File: src/rtl/picomips_pkg.sv
// picomips_pkg: shared constants and types for the picoMIPS PC/ready front end.
//   PSIZE_DEFAULT : default program counter / program memory address width
//   pc_t          : program counter type at the default width
//   db_state_t    : ready debounce FSM states
package picomips_pkg;
   localparam int PSIZE_DEFAULT = 6;
   typedef logic [PSIZE_DEFAULT-1:0] pc_t;
   typedef enum logic {DB_STABLE, DB_COUNTING} db_state_t;
endpackage

File: src/rtl/ready_debounce.sv
// ready_debounce: 2-flop synchroniser plus optional debounce FSM for the ready switch.
//   Build option: PICO_DEBOUNCE_EN (defined = debounce FSM, undefined = synchroniser only)
//   clk        in  : system clock
//   nreset     in  : asynchronous active-low reset
//   ready_raw  in  : asynchronous, bouncy switch input
//   readyin    out : synchronised (and, if enabled, debounced) ready level
//   ready_rise out : one-cycle pulse in the first cycle readyin is 1
module ready_debounce import picomips_pkg::*; #(
   parameter int DEB_CYCLES = 16
) (
   input  logic clk,
   input  logic nreset,
   input  logic ready_raw,
   output logic readyin,
   output logic ready_rise
);
   logic s1_q, s_q, rise_q;
   if (DEB_CYCLES < 2) begin : g_bad_deb
      $error("DEB_CYCLES must be at least 2");
   end
`ifdef PICO_DEBOUNCE_EN
   localparam int CW = $clog2(DEB_CYCLES);
   db_state_t     state_q;
   logic [CW-1:0] cnt_q;
   logic          rdy_q;
   always_ff @(posedge clk or negedge nreset) begin
      if (!nreset) begin
         s1_q    <= 1'b0;
         s_q     <= 1'b0;
         rdy_q   <= 1'b0;
         rise_q  <= 1'b0;
         cnt_q   <= '0;
         state_q <= DB_STABLE;
      end else begin
         s1_q   <= ready_raw;
         s_q    <= s1_q;
         rise_q <= 1'b0;
         case (state_q)
            DB_STABLE: if (s_q != rdy_q) begin
               state_q <= DB_COUNTING;
               cnt_q   <= CW'(1);
            end
            DB_COUNTING: if (s_q == rdy_q) begin
               state_q <= DB_STABLE;
               cnt_q   <= '0;
            end else if (cnt_q == CW'(DEB_CYCLES-1)) begin
               // Level held long enough: accept it, pulse only on a 0->1 change
               rdy_q   <= s_q;
               rise_q  <= s_q;
               cnt_q   <= '0;
               state_q <= DB_STABLE;
            end else begin
               cnt_q <= cnt_q + CW'(1);
            end
            default: state_q <= DB_STABLE;
         endcase
      end
   end
   assign readyin = rdy_q;
`else
   always_ff @(posedge clk or negedge nreset) begin
      if (!nreset) begin
         s1_q   <= 1'b0;
         s_q    <= 1'b0;
         rise_q <= 1'b0;
      end else begin
         s1_q   <= ready_raw;
         s_q    <= s1_q;
         rise_q <= s1_q & ~s_q;
      end
   end
   assign readyin = s_q;
`endif
   assign ready_rise = rise_q;
endmodule

File: src/rtl/pc_ready_unit.sv
// pc_ready_unit: picoMIPS program counter plus conditioned ready input for the decoder.
//   Build option: PICO_DEBOUNCE_EN enables the ready debounce FSM in ready_debounce.
//   clk         in  : system clock
//   nreset      in  : asynchronous active-low reset
//   en          in  : run enable, gates PC and wrap flag only
//   PCincr      in  : advance PC by 1
//   PCrelbranch in  : add signed Branchaddr to PC (wins over PCincr)
//   Branchaddr  in  : signed relative branch offset
//   ready_raw   in  : raw ready switch
//   PCout       out : program counter
//   readyin     out : clean ready level
//   ready_rise  out : one-cycle pulse when readyin goes 0->1
//   wrapped     out : sticky flag, PCincr took PC from all-ones to zero
module pc_ready_unit import picomips_pkg::*; #(
   parameter int PSIZE      = PSIZE_DEFAULT,
   parameter int DEB_CYCLES = 16
) (
   input  logic             clk,
   input  logic             nreset,
   input  logic             en,
   input  logic             PCincr,
   input  logic             PCrelbranch,
   input  logic [PSIZE-1:0] Branchaddr,
   input  logic             ready_raw,
   output logic [PSIZE-1:0] PCout,
   output logic             readyin,
   output logic             ready_rise,
   output logic             wrapped
);
   logic [PSIZE-1:0] pc_q, pc_d;
   logic             wrap_q, wrap_d;
   // Same-width add gives the sign-extended offset modulo 2^PSIZE
   always_comb begin
      pc_d   = !en ? pc_q : PCrelbranch ? pc_q + Branchaddr : PCincr ? pc_q + PSIZE'(1) : pc_q;
      wrap_d = wrap_q | (en & ~PCrelbranch & PCincr & (&pc_q));
   end
   always_ff @(posedge clk or negedge nreset) begin
      if (!nreset) begin
         pc_q   <= '0;
         wrap_q <= 1'b0;
      end else begin
         pc_q   <= pc_d;
         wrap_q <= wrap_d;
      end
   end
   assign PCout   = pc_q;
   assign wrapped = wrap_q;
   ready_debounce #(.DEB_CYCLES(DEB_CYCLES)) u_ready (
      .clk       (clk),
      .nreset    (nreset),
      .ready_raw (ready_raw),
      .readyin   (readyin),
      .ready_rise(ready_rise)
   );
endmodule

File: config.mk
export PLATFORM = sky130hd
export DESIGN_NAME = pc_ready_unit
export DESIGN_NICKNAME = d
export VERILOG_FILES = /design/src/rtl/picomips_pkg.sv /design/src/rtl/ready_debounce.sv /design/src/rtl/pc_ready_unit.sv
export SDC_FILE = /design/constraint.sdc
export NUM_CORES = 1
export LEC_CHECK = 0
export BUFFER_PORTS_ARGS = -buffer_cell sky130_fd_sc_hd__buf_2
export CAP_MARGIN = 20
export CORE_AREA = 2 2 39 41
export CTS_CLUSTER_SIZE = 16
export DETAILED_ROUTE_END_ITERATION = 16
export DIE_AREA = 0 0 41 43
export PLACE_DENSITY = 0.71
export SLEW_MARGIN = 20
export SYNTH_ARGS = -nofsm -noshare
export SYNTH_HDL_FRONTEND = slang
export SYNTH_SLANG_ARGS = --single-unit
File: constraint.sdc
create_clock -name clk -period 4.4 [get_ports clk]
set_input_delay 0.22 -clock clk [delete_from_list [all_inputs] [get_ports clk]]
set_output_delay 0.22 -clock clk [all_outputs]
set_load 0.01 [all_outputs]
## Yosys cells after proc, flatten, opt, wreduce, memory -nomap -nowiden

Cells that the tools add are included.

| storage, ports and cells | value |
|---|---|
| memory bits (writable) | 0 |
| output and inout bits | 9 |
| bits in read-only memories | 0 |
| bits of input ports | 12 |
| register bits after elaboration | 10 |
| memories | 0 |
| logic and storage cells | 19 |
| latch bits | 0 |

| operators by class | value |
|---|---|
| reductions and logical operators | 3 |
| eq/ne operators | 0 |
| multiply operators | 0 |
| magnitude comparators | 0 |
| bitwise logic cells | 7 |
| $add $sub $neg | 2 |
| muxes and demuxes | 2 |
| div/mod/pow operators | 0 |
| shift-type cells | 0 |

Operators by type and width:

| kind | number |
|---|---|
| $mux 6 | 2 |
| $add 6x1->6 const B | 1 |
| $add 6x6->6 | 1 |
| $reduce_and 6->1 | 1 |
| $and 1x1->1 | 4 |
| $not 1->1 | 2 |
| $reduce_and 2->1 | 1 |
| $reduce_bool 2->1 | 1 |
| $or 1x1->1 | 1 |

## Longest topological paths before layout

Gate-level depths: netlist of the first run.

| logic depth | value |
|---|---|
| word-level depth | 5 |
| gate-level depth with buffers | 8 |
| depth with buffers taken out | 7 |

## Hierarchy

A second synthesis of the first run with hierarchy kept.

| second synthesis, totals | value |
|---|---|
| cell total of the unflattened synthesis | 53 |
| area, all modules | 584.3 um^2 |

Modules (own cells, without submodules):

| module | sequential area each (um^2) | cells each | instances | area each (um^2) |
|---|---|---|---|---|
| pc_ready_unit | 175.2 | 49 | 1 | 495.5 |
| ready_debounce | 75.1 | 4 | 1 | 88.8 |

## Worst setup path before layout of the first run

No wires, ideal clock.

| timing path | value |
|---|---|
| path type | register -> register |
| start | reg pc_q[0], in the netlist PCout[0] |
| end | reg pc_q[4], in the netlist PCout[4] |
| library setup time | 133 ps |
| arrival time | 1583 ps |
| cell stages (with the launch flop) | 7 |
| period minus slack after synthesis | 1716 ps |
| data required time | 4267 ps |
| slack | 2684 ps |
| buffers on the path | 0 |
| path through | dfrtp_1 ha_1 fa_1 a21o_1 a21oi_1 xor2_1 o21ai_0 |

| between the ends | value |
|---|---|
| word-level cells in the longest chain between the ends | 3 |
| elaborated cells between the ends (all ways) | 4 |
| classes of those cells | add/sub (2); mux (2) |

Ends and longest elaborated chain:

| element | RTL line | text |
|---|---|---|
| from (decl) | pc_ready_unit.sv:30 | `logic [PSIZE-1:0] pc_q, pc_d;` |
| from (signal assigned) | pc_ready_unit.sv:42 | `pc_q <= pc_d;` |
| $add 6x1->6 | pc_ready_unit.sv:34 | `pc_d = !en ? pc_q : PCrelbranch ? pc_q + Branchaddr : PCincr ? pc_q + PSIZE'(1) : pc_q;` |
| $mux 6 | pc_ready_unit.sv:34 |  |
| $mux 6 (*) | pc_ready_unit.sv:34 |  |

Every way passes the cells marked *; elsewhere a longest branch is shown, timed or not. The select of a mux whose other input is x is not followed.
A chain may end at the register's enable or synchronous reset.

## Worst setup path in the final report of the first run

Same ends and word-level chain as after synthesis.

==> results of run 1 <==
## report_power, final
group / total, mW / switching, mW / internal, mW
logic: 0.169 / 0.0845 / 0.0847
clock network: 0.0831 / 0.0329 / 0.0502
registers: 0.152 / 0.0306 / 0.121
## per-stage QoR
step	total power [mW]	worst slack [ns]	hold slack [ns]	utilization	std cells
finish	0.4039	2.646	0.06011	0.5316	93
detailed placement	0.3239	2.549	0.09698	0.4982	88
CTS	0.4091	2.624	0.05238	0.5316	93
global placement	0.3180	2.595	0.09066	0.4982	88
floorplan	0.2672	2.684	-0.07559	-	53
global route	0.4407	2.504	0.04587	0.5316	93
## Yosys cell counts
cell	instances	area, sq um
o21ai_0	3	15.01
a31oi_1	1	6.260
nor2_1	1	3.750
buf_4	1	7.510
nand2b_1	1	6.260
ha_1	5	62.56
mux2_1	1	11.26
nor2b_1	2	12.51
mux2_2	1	11.26
a21oi_2	1	8.760
xor2_1	2	17.52
o21ai_4	1	16.27
a21oi_1	3	15.01
nand2_1	6	22.52
o41ai_1	1	8.760
mux2i_1	1	10.01
and3_1	1	6.260
dfrtp_1	10	250.2
nand3_1	1	5.000
xnor2_1	2	17.52
and2_1	4	25.02
fa_1	1	20.02
nand4_1	1	6.260
inv_1	1	3.750
a21o_1	1	7.510
## final cells by class
| cell class | instances | area (sq um) | area share |
|---|---|---|---|
| Sequential cell | 10 | 250.2 | 0.3401 |
| Clock buffer | 4 | 36.28 | 0.04932 |
| Tap cell | 16 | 20.02 | 0.02721 |
| Multi-Input combinational cell | 41 | 315.3 | 0.4286 |
| Inverter | 1 | 3.754 | 0.005102 |
| Timing Repair Buffer | 21 | 110.1 | 0.1497 |
## final timing paths
kind / endpoint / slack, ns / cells past startpoint
max in group asynchronous: PCout[1]$_DFFE_PN0P_ / 3.86 / 2
worst max register to register: PCout[4]$_DFFE_PN0P_ / 2.65 / 6
min in group asynchronous: PCout[5]$_DFFE_PN0P_ / 0.34 / 2
worst min-delay path: u_ready.s1_q$_DFF_PN0_ / 0.06 / 1
worst max-delay path: PCout[4]$_DFFE_PN0P_ / 2.65 / 6
worst min register to register: u_ready.readyin$_DFF_PN0_ / 0.37 / 0
## flip-flops by register name, indices dropped and copies added (netlist names)
register            flops
u_ready.readyin         1
PCout                   6
u_ready.s1_q            1
u_ready.ready_rise      1
wrapped                 1
## worst reg2reg max path, stage by stage (launching register included)
cell and delay, ns:
dfrtp_1 0.40, ha_1 0.23, fa_1 0.41, a21o_1 0.19, a21oi_1 0.16, xor2_1 0.14
o21ai_0 0.09
## placed cells by master (no fill, tap or decap), types with 2 or more instances in the layout
cell type / instances
xor2_1: 2
ha_1: 5
buf_2: 20
o21ai_0: 3
dfrtp_1: 10
a21oi_1: 3
and2_1: 4
xnor2_1: 2
clkbuf_4: 3
nand2_1: 6
nor2b_1: 2
## cells by family after synthesis
logic type	synth area share
and+or+nand+nor	0.1518
AOI/OAI and AO/OA	0.1345
DFF	0.4338
adders and majority gates	0.1432
xor gates and xnor gates	0.06075
muxes	0.05640
buffers and inverters	0.01952
## what timing repair did
item / 4_1_cts / 5_1_grt
hold buffers: 1 / 0
setup endpoints to repair: 0 / 0
setup buffers: 0 / 0
hold endpoints to repair: 10 / 0
## metal layers
layer  vias up  part of all wire  global-route usage
met2        16              0.50              0.2406
met1       212              0.42              0.2027
li1        236                 -                   -
met4         0             0.016             0.08000
met5         -                 0                   0
met3         4             0.063             0.03141
==> results.ini, run 1 <==
[outcome]
status=completed

[logic_synthesis]
yosysUniqueCellTypes=25
syn_nets=71
netlist_instances=53
postSynthAreaPerCell_sq_um=10.88
synth_area_sq_um=576.8
yosysSeqAreaShare=0.4338
ys_ff_latch=10
synth_warnings=0

[clocking]
root_buffer=clkbuf_4
clk_path_buf_depth=2
cts_buffers=3
numClockSinks=10
cts_tree=yes
clk_pin_slew_worst_paths_ns=0.07
htree_levels=1
post_cts_resized=0
clock_latency_ns=0.26

[sta]
fin_tns_setup_ns=0
fin_crit_sh=0.3987
drv_slew=0
fmax_mhz=570.0
slew_headroom=0.8045
min_period_ns=1.754
fin_skew_ns=0.004359
final_hold_viol_count=0
grt_setup_unrepaired=false
worstMarginPinSlew_ns=0.2894
finalSetupViolCount=0

[route]
avgRoutedWirePerCell_um=11.77
firstDrtPassIters=4
routed_wl_mm=1.095
drtAntennaViolNets=0
route.vias.total=468
drt_iter0_markers=4
drc=0
viasPerCell=5.032

[global_routing]
overflow=0
grt_max_degree=11
track_usage=0.1580
grt_pass1_wl_mm=1.869
grt_pass1_vias=457
grt_antenna_before_repair=0

[job]
cap_viol_max_count=0

[worst_setup_path]
required_ns=4.54
cp-startpoint=PCout[0]$_DFFE_PN0P_
crit_path_max_incr_delay_ns=0.41
crit_chain=ha_1 -> fa_1 -> a21o_1 -> a21oi_1 -> xor2_1 -> o21ai_0
crit_family=adder cells
setup.worst_path.end_class=register
critPathArrivalTime_ns=1.89
critPathKind=reg -> reg
startpoint_type=register
reg2reg_from=PCout[0]$_DFFE_PN0P_
timing.critical_path.buf_inv=0
cp_max_fo=4
slowest_stage=fa_1

[cells_and_area]
design_area_sq_um=735.7
antennaDiodeCount=0
nets=96
syn_to_final_growth_pct=27.55
nFillCells=130
drive_gt1_frac=0.3506

[place]
placed_area_sq_um=689.4
io_buffers=20
dp_hpwl_um=887.8
gp_congestion=0.6987

[die]
placeableCoreArea_sq_um=1384
dieArea_sq_um=1763
start_util=0.4168
std_cell_rows=14
ios=21
die_h_um=43
chipWidth_um=41

[pwr]
pwr_density_cell_nw_per_um2=549.0
irDropWorstVdd_uv=249.0
p_leak_nw=0.3750

[worst_hold_path]
hp-class=in -> reg
hp-start=ready_raw

Power figures use the tool's default switching activity.
==> run 2: changes to the inputs <==
--- a/config.mk
+++ b/config.mk
@@ -5,13 +5,14 @@
 export SDC_FILE = /design/constraint.sdc
 export NUM_CORES = 1
 export LEC_CHECK = 0
+export ABC_AREA = 1
 export BUFFER_PORTS_ARGS = -buffer_cell sky130_fd_sc_hd__buf_2
 export CAP_MARGIN = 20
-export CORE_AREA = 2 2 39 41
+export CORE_MARGIN = 2
+export CORE_UTILIZATION = 43
 export CTS_CLUSTER_SIZE = 16
 export DETAILED_ROUTE_END_ITERATION = 16
-export DIE_AREA = 0 0 41 43
-export PLACE_DENSITY = 0.71
+export PLACE_DENSITY = 0.72
 export SLEW_MARGIN = 20
 export SYNTH_ARGS = -nofsm -noshare
 export SYNTH_HDL_FRONTEND = slang
==> constraint.sdc (replaced) <==
create_clock -name clk -period 1.45 [get_ports clk]
set_input_delay 0.0725 -clock clk [delete_from_list [all_inputs] [get_ports clk]]
set_output_delay 0.0725 -clock clk [all_outputs]
set_load 0.01 [all_outputs]
==> results.ini, run 2 <==
[outcome]
status=complete, but fails checks
violations=setup timing

[die]
chipWidth_um=42.56
start_util=0.4736
ios=21
dieArea_sq_um=1811
die_h_um=42.56
std_cell_rows=13
placeableCoreArea_sq_um=1350

[clocking]
cts_tree=yes
htree_levels=1
clk_pin_slew_worst_paths_ns=0.07
cts_buffers=3
clk_path_buf_depth=2
root_buffer=clkbuf_4
clock_latency_ns=0.26
cts_setup_buffers=0
numClockSinks=10

[sta]
slew_headroom=0.8344
fin_skew_ns=0.002447
final_hold_viol_count=0
min_period_ns=1.475
grt_setup_unrepaired=true
fin_ws_ns=-0.02531
finalSetupViolCount=1
fmax_mhz=677.8
fin_crit_sh=1.017
worstMarginPinSlew_ns=0.2475
drv_slew=0
fin_tns_setup_ns=-0.02531

[worst_setup_path]
crit_chain=ha_2 -> fa_2 -> nand3_2 -> nand2_2 -> or2_1 -> nand3_1 -> nand2_1
critPathKind=reg -> reg
rrSetupSlack_ns=-0.03
crit_family=adder cells
timing.critical_path.buf_inv=0
startpoint_type=register
critPathArrivalTime_ns=1.63
slowest_stage=dfrtp_1
required_ns=1.61
cp_max_fo=2
crit_path_max_incr_delay_ns=0.39
setup.worst_path.end_class=register

[pwr]
finalPower_mw=1.447
power_switching_uw=560.4
power_frac_comb=0.522
p_seq_frac=0.308
switching_share=0.3873
pwr_density_cell_nw_per_um2=1586
p_leak_nw=0.5211
pwr-share-clk=0.170
p_int_uw=886.5
irDropWorstVdd_uv=1159

[cells_and_area]
largest_reg_flops=6
layout_common_cells=nand2_1, buf_2, inv_1
finalNonFillerCells=130
final_common_cell=nand2_1
antennaDiodeCount=0
nets=134
syn_to_final_growth_pct=42.66
drive_gt1_frac=0.3913

[route]
drtAntennaViolNets=0
avgRoutedWirePerCell_um=11.47
drc=0
firstDrtPassIters=4
viasPerCell=4.915
route.vias.total=639
drt_iter0_markers=8
routed_wl_mm=1.491

[job]
cap_viol_max_count=0

[logic_synthesis]
syn_nets=101
netlist.area_leader.share=0.3914
netlist_instances=83
postSynthAreaPerCell_sq_um=7.703
async_flop_share=1.000
ys_top_cells_by_count=nand2_1, inv_1, dfrtp_1
yosysSeqAreaShare=0.3914
synth_edf_count=0
synth_top_flop_cell=dfrtp_1
synth_top_area_cell=dfrtp_1
synth_area_sq_um=639.4
synth_warnings=0
yosysUniqueCellTypes=18
ys_ff_latch=10
synth_area_leaders=dfrtp_1, nand2_1, ha_1
yosysMostFrequentCell=nand2_1

[place]
io_buffers=20
place_inst=124
dp_hpwl_mm=1.185
gp_congestion=0.7815

[global_routing]
grt.met2_usage=0.3015
grt-busiest-layer=met2
grt_max_degree=11
grt_pass1_wl_mm=2.559
use_met3=0.08190
grt_antenna_before_repair=0
gr-usage-met1=0.2420
track_usage=0.1906
grt_pass1_vias=635
overflow=0

[worst_hold_path]
hp-class=in -> reg

-- run 2: what timing repair did --
item,CTS,global route
hold buffers,2,0
pin swaps,0,3
resized for setup,0,10
setup endpoints to repair,1,3
hold endpoints to repair,11,0
-- run 2: worst paths after layout --
path,startpoint,to,cells past startpoint
setup / recovery,PCout[0]$_DFFE_PN0P_,PCout[4]$_DFFE_PN0P_,7
hold / removal,PCincr,PCout[4]$_DFFE_PN0P_,4
setup reg to reg,PCout[0]$_DFFE_PN0P_,PCout[4]$_DFFE_PN0P_,7
hold reg to reg,u_ready.s1_q$_DFF_PN0_,u_ready.readyin$_DFF_PN0_,0
max in group asynchronous,nreset,PCout[1]$_DFFE_PN0P_,2
min in group asynchronous,nreset,u_ready.readyin$_DFF_PN0_,2
-- run 2: power by group through the flow --
stage          combinational [mW]  sequential, mW  clock, mW
5_1_grt                     0.840           0.461      0.276
2_1_floorplan               0.338           0.476          0
6_report                    0.755           0.445      0.247
3_5_place_dp                0.675           0.433          0
4_1_cts                     0.681           0.428      0.259
3_3_place_gp                0.646           0.430          0
-- run 2: area by class of cell --
class	instances	area [sq um]
Sequential cell	10	251.5
Multi-Input combinational cell	57	372.9
Tap cell	15	18.77
Fill cell	127	437.9
Timing Repair Buffer	29	176.4
Clock buffer	4	36.28
Inverter	15	56.30
-- run 2: worst register-to-register path, cell delays in order (launching register included) --
cell     delay (ns)
dfrtp_1        0.39
ha_2           0.19
fa_2           0.36
nand3_2        0.08
nand2_2        0.05
or2_1          0.20
nand3_1        0.06
nand2_1        0.05
-- run 2: cells by family after synthesis --
logic type | after synthesis | synth area share
xor gates and xnor gates | 1 | 0.01370
DFF | 10 | 0.3914
buffers and inverters | 16 | 0.1057
adders and majority gates | 6 | 0.1292
and+or+nand+nor | 43 | 0.2818
AOI/OAI and AO/OA | 7 | 0.07827
-- run 2: stage by stage --
step             util  worst slack, ns  hold WS (ns)  instance area [sq um]
3_5_place_dp   0.5959         -0.04167      -0.05914                  804.5
5_1_grt        0.6756         -0.08515        0.1566                  912.1
4_1_cts        0.6376         -0.04760        0.1507                  860.8
6_report       0.6756         -0.02531        0.1624                  912.1
3_3_place_gp   0.5959         0.004064      -0.05782                  804.5
2_1_floorplan       -         -0.06643       -0.2231                  644.4
-- run 2: layer usage --
layer,vias to the layer above,share of wire
met2,22,0.49
met4,0,0
li1,327,-
met5,-,0
met3,0,0.061
met1,290,0.45
==> run 3: changes to the inputs <==
--- a/config.mk
+++ b/config.mk
@@ -13,6 +13,7 @@
 export CTS_CLUSTER_SIZE = 16
 export DETAILED_ROUTE_END_ITERATION = 16
 export PLACE_DENSITY = 0.72
+export SKIP_CTS_REPAIR_TIMING = 1
 export SLEW_MARGIN = 20
 export SYNTH_ARGS = -nofsm -noshare
 export SYNTH_HDL_FRONTEND = slang
==> results.ini, run 3 (synthesis gave the netlist of run 2 again) <==
[outcome]
status=complete, but fails checks
violations=setup timing

[worst_hold_path]
min_to=PCout[4]$_DFFE_PN0P_
hp-start=PCincr
hold_depth=4
hp-class=in -> reg

[sta]
worstMarginPinSlew_ns=0.2477
drv_slew=0
fin_skew_ns=0.002852
min_period_ns=1.474
final_hold_viol_count=0
finalSetupViolCount=1
fin_crit_sh=1.016
grt_setup_unrepaired=true
fin_ws_ns=-0.02363
slew_headroom=0.8343
hold_slack_ns=0.1639
fin_tns_setup_ns=-0.02363
fmax_mhz=678.6

[clocking]
cts_buffers=3
clk_pin_slew_worst_paths_ns=0.07
clock_latency_ns=0.26
cts_tree=yes
root_buffer=clkbuf_4
numClockSinks=10
htree_levels=1
clk_path_buf_depth=2

[cells_and_area]
drive_gt1_frac=0.3913
antennaDiodeCount=0
final_common_cell=nand2_1
syn_to_final_growth_pct=42.66
nets=134
layout_common_cells=nand2_1, buf_2, inv_1
largest_reg_flops=6
post-route-util=0.6756

[worst_setup_path]
rrSetupSlack_ns=-0.02
slowest_stage=dfrtp_1
reg2reg_from=PCout[0]$_DFFE_PN0P_
timing.critical_path.buf_inv=0
r2r_end=PCout[4]$_DFFE_PN0P_
critPathArrivalTime_ns=1.63
worst_r2r_path_depth=7
cp_max_fo=2
startpoint_type=register
critPathKind=reg -> reg
crit_path_max_incr_delay_ns=0.39
setup.worst_path.end_class=register
crit_chain=ha_2 -> fa_2 -> nand3_2 -> nand2_2 -> or2_1 -> nand3_1 -> nand2_1
required_ns=1.61
crit_family=adder cells

[route]
routed_wl_mm=1.501
drt_iter0_markers=8
firstDrtPassIters=4
drtAntennaViolNets=0
drc=0
route.vias.total=635
viasPerCell=4.885
avgRoutedWirePerCell_um=11.55

[global_routing]
track_usage=0.1904
grt_max_degree=11
grt_pass1_vias=636
grt_antenna_before_repair=0
overflow=0
grt_pass1_wl_mm=2.559

[die]
std_cell_rows=13
dieArea_sq_um=1811
placeableCoreArea_sq_um=1350
start_util=0.4736
die_h_um=42.56
chipWidth_um=42.56
ios=21

[pwr]
irDropWorstVdd_uv=1160
finalPower_mw=1.447
p_leak_nw=0.5211
pwr_density_cell_nw_per_um2=1586

[job]
cap_viol_max_count=0

[place]
dp_hpwl_mm=1.185
io_buffers=20
gp_congestion=0.7815

run 3: report_power, final:
group          switching (mW)  internal (mW)  total [mW]
registers              0.0854          0.359       0.445
logic                   0.381          0.374       0.755
clock network          0.0945          0.152       0.247
total                   0.561          0.886        1.45
run 3: layout make-up:
cell class,instances,area [sq um]
clock buffer,4,36.28
fill,126,437.9
inverter,15,56.30
multi-input combinational,57,372.9
sequential,10,251.5
tap,15,18.77
timing repair buffer,29,176.4
run 3: metal layers:
| metal | vias to the layer above | part of all wire | routed length, um | GRT usage |
|---|---|---|---|---|
| met2 | 22 | 0.48 | 719 | 0.3046 |
| met4 | 0 | 0 | 0 | 0.03750 |
| met1 | 285 | 0.46 | 691 | 0.2387 |
| met5 | - | 0 | 0 | 0 |
| met3 | 0 | 0.060 | 90 | 0.08190 |
| li1 | 328 | - | - | - |
run 3: stage by stage:
stage	cells	instance area (sq um)	worst slack [ns]
after global routing	130	912.1	-0.08515
after detailed placement	124	804.5	-0.04167
after global placement	124	804.5	0.004064
after floorplan	83	644.4	-0.06643
after CTS	128	840.8	-0.04760
final	130	912.1	-0.02363
run 3: worst register-to-register path, delay by kind of cell (launching register included):
kind,cells,cell delay [ns]
adders and majority gates,2,0.55
DFF,1,0.39
and+or+nand+nor,5,0.44
run 3: worst max-delay path by stage:
| stage | startpoint | to | slack [ns] | depth (start not counted) |
|---|---|---|---|---|
| global route | PCout[0]$_DFFE_PN0P_ | PCout[4]$_DFFE_PN0P_ | -0.09 | 7 |
| detailed placement | PCout[0]$_DFFE_PN0P_ | PCout[4]$_DFFE_PN0P_ | -0.04 | 7 |
| CTS | PCout[0]$_DFFE_PN0P_ | PCout[4]$_DFFE_PN0P_ | -0.05 | 7 |
| global placement | PCout[0]$_DFFE_PN0P_ | PCout[4]$_DFFE_PN0P_ | 0.004 | 7 |
| floorplan | PCout[0]$_DFFE_PN0P_ | PCout[4]$_DFFE_PN0P_ | -0.07 | 7 |
| finish | PCout[0]$_DFFE_PN0P_ | PCout[4]$_DFFE_PN0P_ | -0.02 | 7 |
